`src/rtl/seq_signed_multiplier.sv`:
```
// Sequential radix-2 shift-add multiplier for two's complement operands.
// Reports unsigned magnitude plus separate sign and zero flags.
module seq_signed_multiplier #(
    parameter int WIDTH = 8
) (
    input  logic               clk,
    input  logic               rst,
    input  logic               load,
    input  logic [WIDTH-1:0]   MP,
    input  logic [WIDTH-1:0]   MC,
    output logic [2*WIDTH-1:0] product,
    output logic               sign,
    output logic               zero_flag,
    output logic               done,
    output logic               busy
);

    localparam int CW = (WIDTH > 1) ? $clog2(WIDTH) : 1;

    typedef enum logic [1:0] {
        IDLE,
        RUN,
        DONE
    } state_t;

    state_t state, state_nx;

    logic [WIDTH-1:0]   mp_r;
    logic [2*WIDTH-1:0] mc_r;
    logic [2*WIDTH-1:0] acc;
    logic [2*WIDTH-1:0] acc_nx;
    logic [CW-1:0]      cnt;
    logic               raw_sign;
    logic [WIDTH-1:0]   mp_mag;
    logic [WIDTH-1:0]   mc_mag;
    logic               last_step;
    logic               start;

    // Negating the most-negative value wraps to itself, which read as
    // unsigned is exactly its magnitude.
    assign mp_mag = MP[WIDTH-1] ? (~MP + WIDTH'(1)) : MP;
    assign mc_mag = MC[WIDTH-1] ? (~MC + WIDTH'(1)) : MC;

    assign acc_nx    = acc + (mp_r[0] ? mc_r : '0);
    assign last_step = (cnt == CW'(WIDTH - 1));
    assign start     = load && (state != RUN);
    assign busy      = (state == RUN);

    always_ff @(posedge clk or negedge rst) begin
        if (!rst) begin
            state <= IDLE;
        end else begin
            state <= state_nx;
        end
    end

    always_comb begin
        state_nx = state;
        unique case (state)
            IDLE: if (load) state_nx = RUN;
            RUN:  if (last_step) state_nx = DONE;
            DONE: if (load) state_nx = RUN;
            default: state_nx = IDLE;
        endcase
    end

    always_ff @(posedge clk or negedge rst) begin
        if (!rst) begin
            mp_r      <= '0;
            mc_r      <= '0;
            acc       <= '0;
            cnt       <= '0;
            raw_sign  <= 1'b0;
            product   <= '0;
            sign      <= 1'b0;
            zero_flag <= 1'b0;
            done      <= 1'b0;
        end else if (start) begin
            mp_r     <= mp_mag;
            mc_r     <= {{WIDTH{1'b0}}, mc_mag};
            acc      <= '0;
            cnt      <= '0;
            raw_sign <= MP[WIDTH-1] ^ MC[WIDTH-1];
            done     <= 1'b0;
        end else if (state == RUN) begin
            acc  <= acc_nx;
            mp_r <= mp_r >> 1;
            mc_r <= mc_r << 1;
            cnt  <= cnt + CW'(1);
            // Final step publishes the result; negative zero is suppressed.
            if (last_step) begin
                product   <= acc_nx;
                zero_flag <= (acc_nx == '0);
                sign      <= raw_sign && (acc_nx != '0);
                done      <= 1'b1;
            end
        end
    end

endmodule

```
`config.mk`:
```
export PLATFORM = sky130hd
export DESIGN_NAME = seq_signed_multiplier
export DESIGN_NICKNAME = d
export VERILOG_FILES = /design/src/rtl/seq_signed_multiplier.sv
export SDC_FILE = /design/constraint.sdc
export NUM_CORES = 1
export LEC_CHECK = 0
export CAP_MARGIN = 40
export CORE_UTILIZATION = 35
export DETAILED_ROUTE_END_ITERATION = 8
export SETUP_SLACK_MARGIN = 0.15
export SLEW_MARGIN = 10
export SYNTH_ARGS = -nofsm -noshare
export SYNTH_HDL_FRONTEND = slang
export SYNTH_SLANG_ARGS = --single-unit
```
`constraint.sdc`:
```
create_clock -name clk -period 3.2 [get_ports clk]
set_input_delay 0.8 -clock clk [delete_from_list [all_inputs] [get_ports clk]]
set_output_delay 0.8 -clock clk [all_outputs]
set_load 0.02 [all_outputs]
```
==> results of run 1 <==
path summary, 6_finish.rpt:
| path | to | cells after the start |
|---|---|---|
| setup / recovery | zero_flag$_DFFE_PN0P_ | 11 |
| hold / removal | product[15]$_DFFE_PN0P_ | 2 |
| setup reg to reg | zero_flag$_DFFE_PN0P_ | 11 |
| hold reg to reg | product[15]$_DFFE_PN0P_ | 2 |
| max in group asynchronous | mp_r[0]$_DFFE_PN0P_ | 3 |
| min in group asynchronous | product[3]$_DFFE_PN0P_ | 3 |
timing repair:
item	in CTS	in global routing
setup endpoints to repair	4	4
setup buffers	0	9
gates resized for setup	1	4
pin swaps	0	3
cells in the mapped netlist, types with 2 or more instances:
| cell type | count | area share (%) |
|---|---|---|
| xor2_1 | 12 | 2.9 |
| nand2_1 | 61 | 6.2 |
| o21ai_1 | 5 | 0.68 |
| mux2_2 | 2 | 0.61 |
| nand2b_1 | 6 | 1.0 |
| nand4_1 | 3 | 0.51 |
| nand3_1 | 18 | 2.5 |
| clkbuf_1 | 19 | 1.9 |
| nor2_1 | 21 | 2.1 |
| and3_1 | 2 | 0.34 |
| nand4b_1 | 2 | 0.48 |
| or3_1 | 3 | 0.51 |
| and2_1 | 16 | 2.7 |
| a21oi_1 | 22 | 3.0 |
| o21a_1 | 2 | 0.41 |
| o22ai_1 | 2 | 0.34 |
| xnor2_1 | 10 | 2.4 |
| inv_1 | 6 | 0.61 |
| mux2i_1 | 7 | 1.9 |
| o31ai_1 | 2 | 0.41 |
| ha_1 | 19 | 6.5 |
| a21o_1 | 8 | 1.6 |
| or2_2 | 2 | 0.34 |
| dfrtp_1 | 65 | 44 |
| o21ai_0 | 54 | 7.4 |
| a31oi_1 | 4 | 0.68 |
| nor2b_1 | 3 | 0.51 |
worst max-delay path, cell delays in order (launching register included):
cell	delay (ns)
dfrtp_2	0.45
and2_1	0.15
ha_1	0.21
fa_2	0.36
a21o_1	0.23
a221oi_2	0.33
o22ai_2	0.14
o31a_1	0.26
o21ai_1	0.13
nand2b_1	0.10
xnor2_2	0.17
a32o_2	0.25
metal layers:
| metal | up-vias | global-route usage [%] | wire (um) |
|---|---|---|---|
| met5 | - | 0 | 0 |
| met4 | 0 | 4.90 | 81 |
| met3 | 9 | 4.07 | 282 |
| met2 | 63 | 22.0 | 3330 |
| met1 | 1365 | 21.2 | 4010 |
| li1 | 1497 | - | - |
sequential cells by signal, indices dropped and copies added, names as in the netlist:
register,cells
cnt,3
zero_flag,1
sign,1
acc,16
done,1
product,16
mc_r,16
mp_r,8
raw_sign,1
state,2
cells in the final DEF, fill, tap and decap left out, drive strengths merged, types with 4 or more instances in the layout:
cell           count
dfrtp             65
nand2             62
o21ai             59
clkdlybuf4s50     37
a21oi             23
nor2              21
ha                19
nand3             18
buf               18
and2              16
xor2              13
xnor2             11
clkbuf            10
a21o               8
mux2i              7
inv                6
nand2b             6
a31oi              4
or3                4
layout make-up:
class                   count  area (sq um)
clock buffers              10           138
clock inverters             6          91.3
fillers                  1010          5690
inverters                   8          31.3
multi-input cells         309          1950
flip-flops and latches     65          1630
well taps                 136           170
repair buffers             56           536
power breakdown:
part	leakage [nW]	total (mW)	switching [mW]	internal, mW
combinational	1.11	1.61	0.910	0.702
clock	0.105	0.803	0.342	0.461
sequential	0.852	1.33	0.201	1.13
total	2.07	3.75	1.45	2.29
kinds of logic after synthesis:
group                    after synthesis
AO/OA/AOI/OAI                        112
XOR/XNOR                              24
adder cells (fa/ha/maj)               20
buffers and inverters                 30
flip-flops                            65
multiplexers                           9
AND/OR/NAND/NOR                      144
per-stage QoR:
stage	hold slack (ns)	utilization, %	setup slack [ns]	cell area, sq um	std cells
finish	0.478	44.4	0.307	4540	590
floorplan	0.438	-	0.387	3680	404
global placement	0.454	41.0	0.238	4190	564
detailed placement	0.469	41.0	0.116	4190	564
global route	0.517	44.4	0.135	4540	590
CTS	0.487	43.2	0.166	4420	580
==> results.ini, run 1 <==
[die]
num_rows = 37
start_util_pct = 35.9
dieArea_sq_um = 10900
die_h_um = 104
io_pins = 39
coreArea_sq_um = 10200
die_w_um = 104

[timing]
final_max_slew_viol_count = 0
skew_ns = 0.00660
hold_viol_final = 0
setup_viol = 0
rsz0062_at_grt = no
slew_headroom_pct = 64.9
fmax_mhz = 346
worst_slew_pin_slew_ns = 0.527
min_period_ns = 2.89
setup_tns_ns = 0
timing.final.crit_share_pct = 90.4

[yosys]
syn_area_sq_um = 3680
synth_edf_count = 0
synthCells = 404
seq_area_frac_synth_pct = 44.2
syn_avg_cell_area_sq_um = 9.10
ys_ff_latch = 65
synthFlopType = dfrtp_1
synth-adder-area-share_pct = 7.01
yosys.area_share.simple_pct = 18.8
async_flop_share_pct = 100
synth_top_family_by_area = simple AND/OR/NAND/NOR gates
ys_types = 55
synthMuxAreaShare_pct = 2.52
yosys_warnings = 0
synth_xor_area_share_pct = 6.13
synth_compound_area_share_pct = 18.0
synthesis.nets = 443

[worst_setup_path]
startpoint = mp_r[0]$_DFFE_PN0P_
critPathArrivalTime_ns = 3.14
start_kind = register
cp_max_fo = 6
critPathRequiredTime_ns = 3.44
end_kind = register
ff2ff_setup_slack_ns = 0.31
r2r-start = mp_r[0]$_DFFE_PN0P_
critPathKind = reg2reg

[cts]
htree_levels = 3
clkTransAtPathRegs_ns = 0.08
root_buffer = clkbuf_8
tritoncts = built
hold_buffers = 0
clock_latency_ns = 0.35
clockBufferDepth = 2
cts_buffers = 9
cts.sinks = 65

[global_routing]
grt_pass1_wl_um = 13100
grt_remaining_overflow = 0
grt_usage_pct = 15.0
grt_pass1_vias = 2742
antenna_found_initial = 0
grt_max_degree = 66

[finish]
antenna-diode-count = 0
area_delta_synth_final_pct = 23.6
nNetsFinal = 488
drive_gt1_share_pct = 11.9

[placement]
portBuffers = 38
dpl.hpwl_um = 5300
globalplace.congestion = 0.778

[pwr]
cellPowerDensity_nw_per_um2 = 825
total_power_mw = 3.75
power.ir.vdd_worst_uv = 287
p_leak_nw = 2.07

[drt]
ant_nets = 0
drt-initial-drc-count = 115
drc = 0
dr.pass1.iters = 4
viasPerCell = 4.97
vias = 2934
wl_um = 7700
drt-wirelength-per-cell_um = 13.1

[min_path]
min_path_type = reg2reg
worstHoldStart = product[15]$_DFFE_PN0P_

[outcome]
outcome = finished clean

[run]
maxCapViolations = 0

(Power assumes the default switching activity.)
==> run 2, diff against run 1 <==
--- a/config.mk
+++ b/config.mk
@@ -7,6 +7,7 @@
 export LEC_CHECK = 0
 export CAP_MARGIN = 40
 export CORE_UTILIZATION = 35
+export CTS_BUF_LIST = sky130_fd_sc_hd__clkbuf_2 sky130_fd_sc_hd__clkbuf_4 sky130_fd_sc_hd__clkbuf_8
 export DETAILED_ROUTE_END_ITERATION = 8
 export SETUP_SLACK_MARGIN = 0.15
 export SLEW_MARGIN = 10
==> results of run 2 <==
Same layout as run 1: the final DEF is identical, and so are final timing and power.
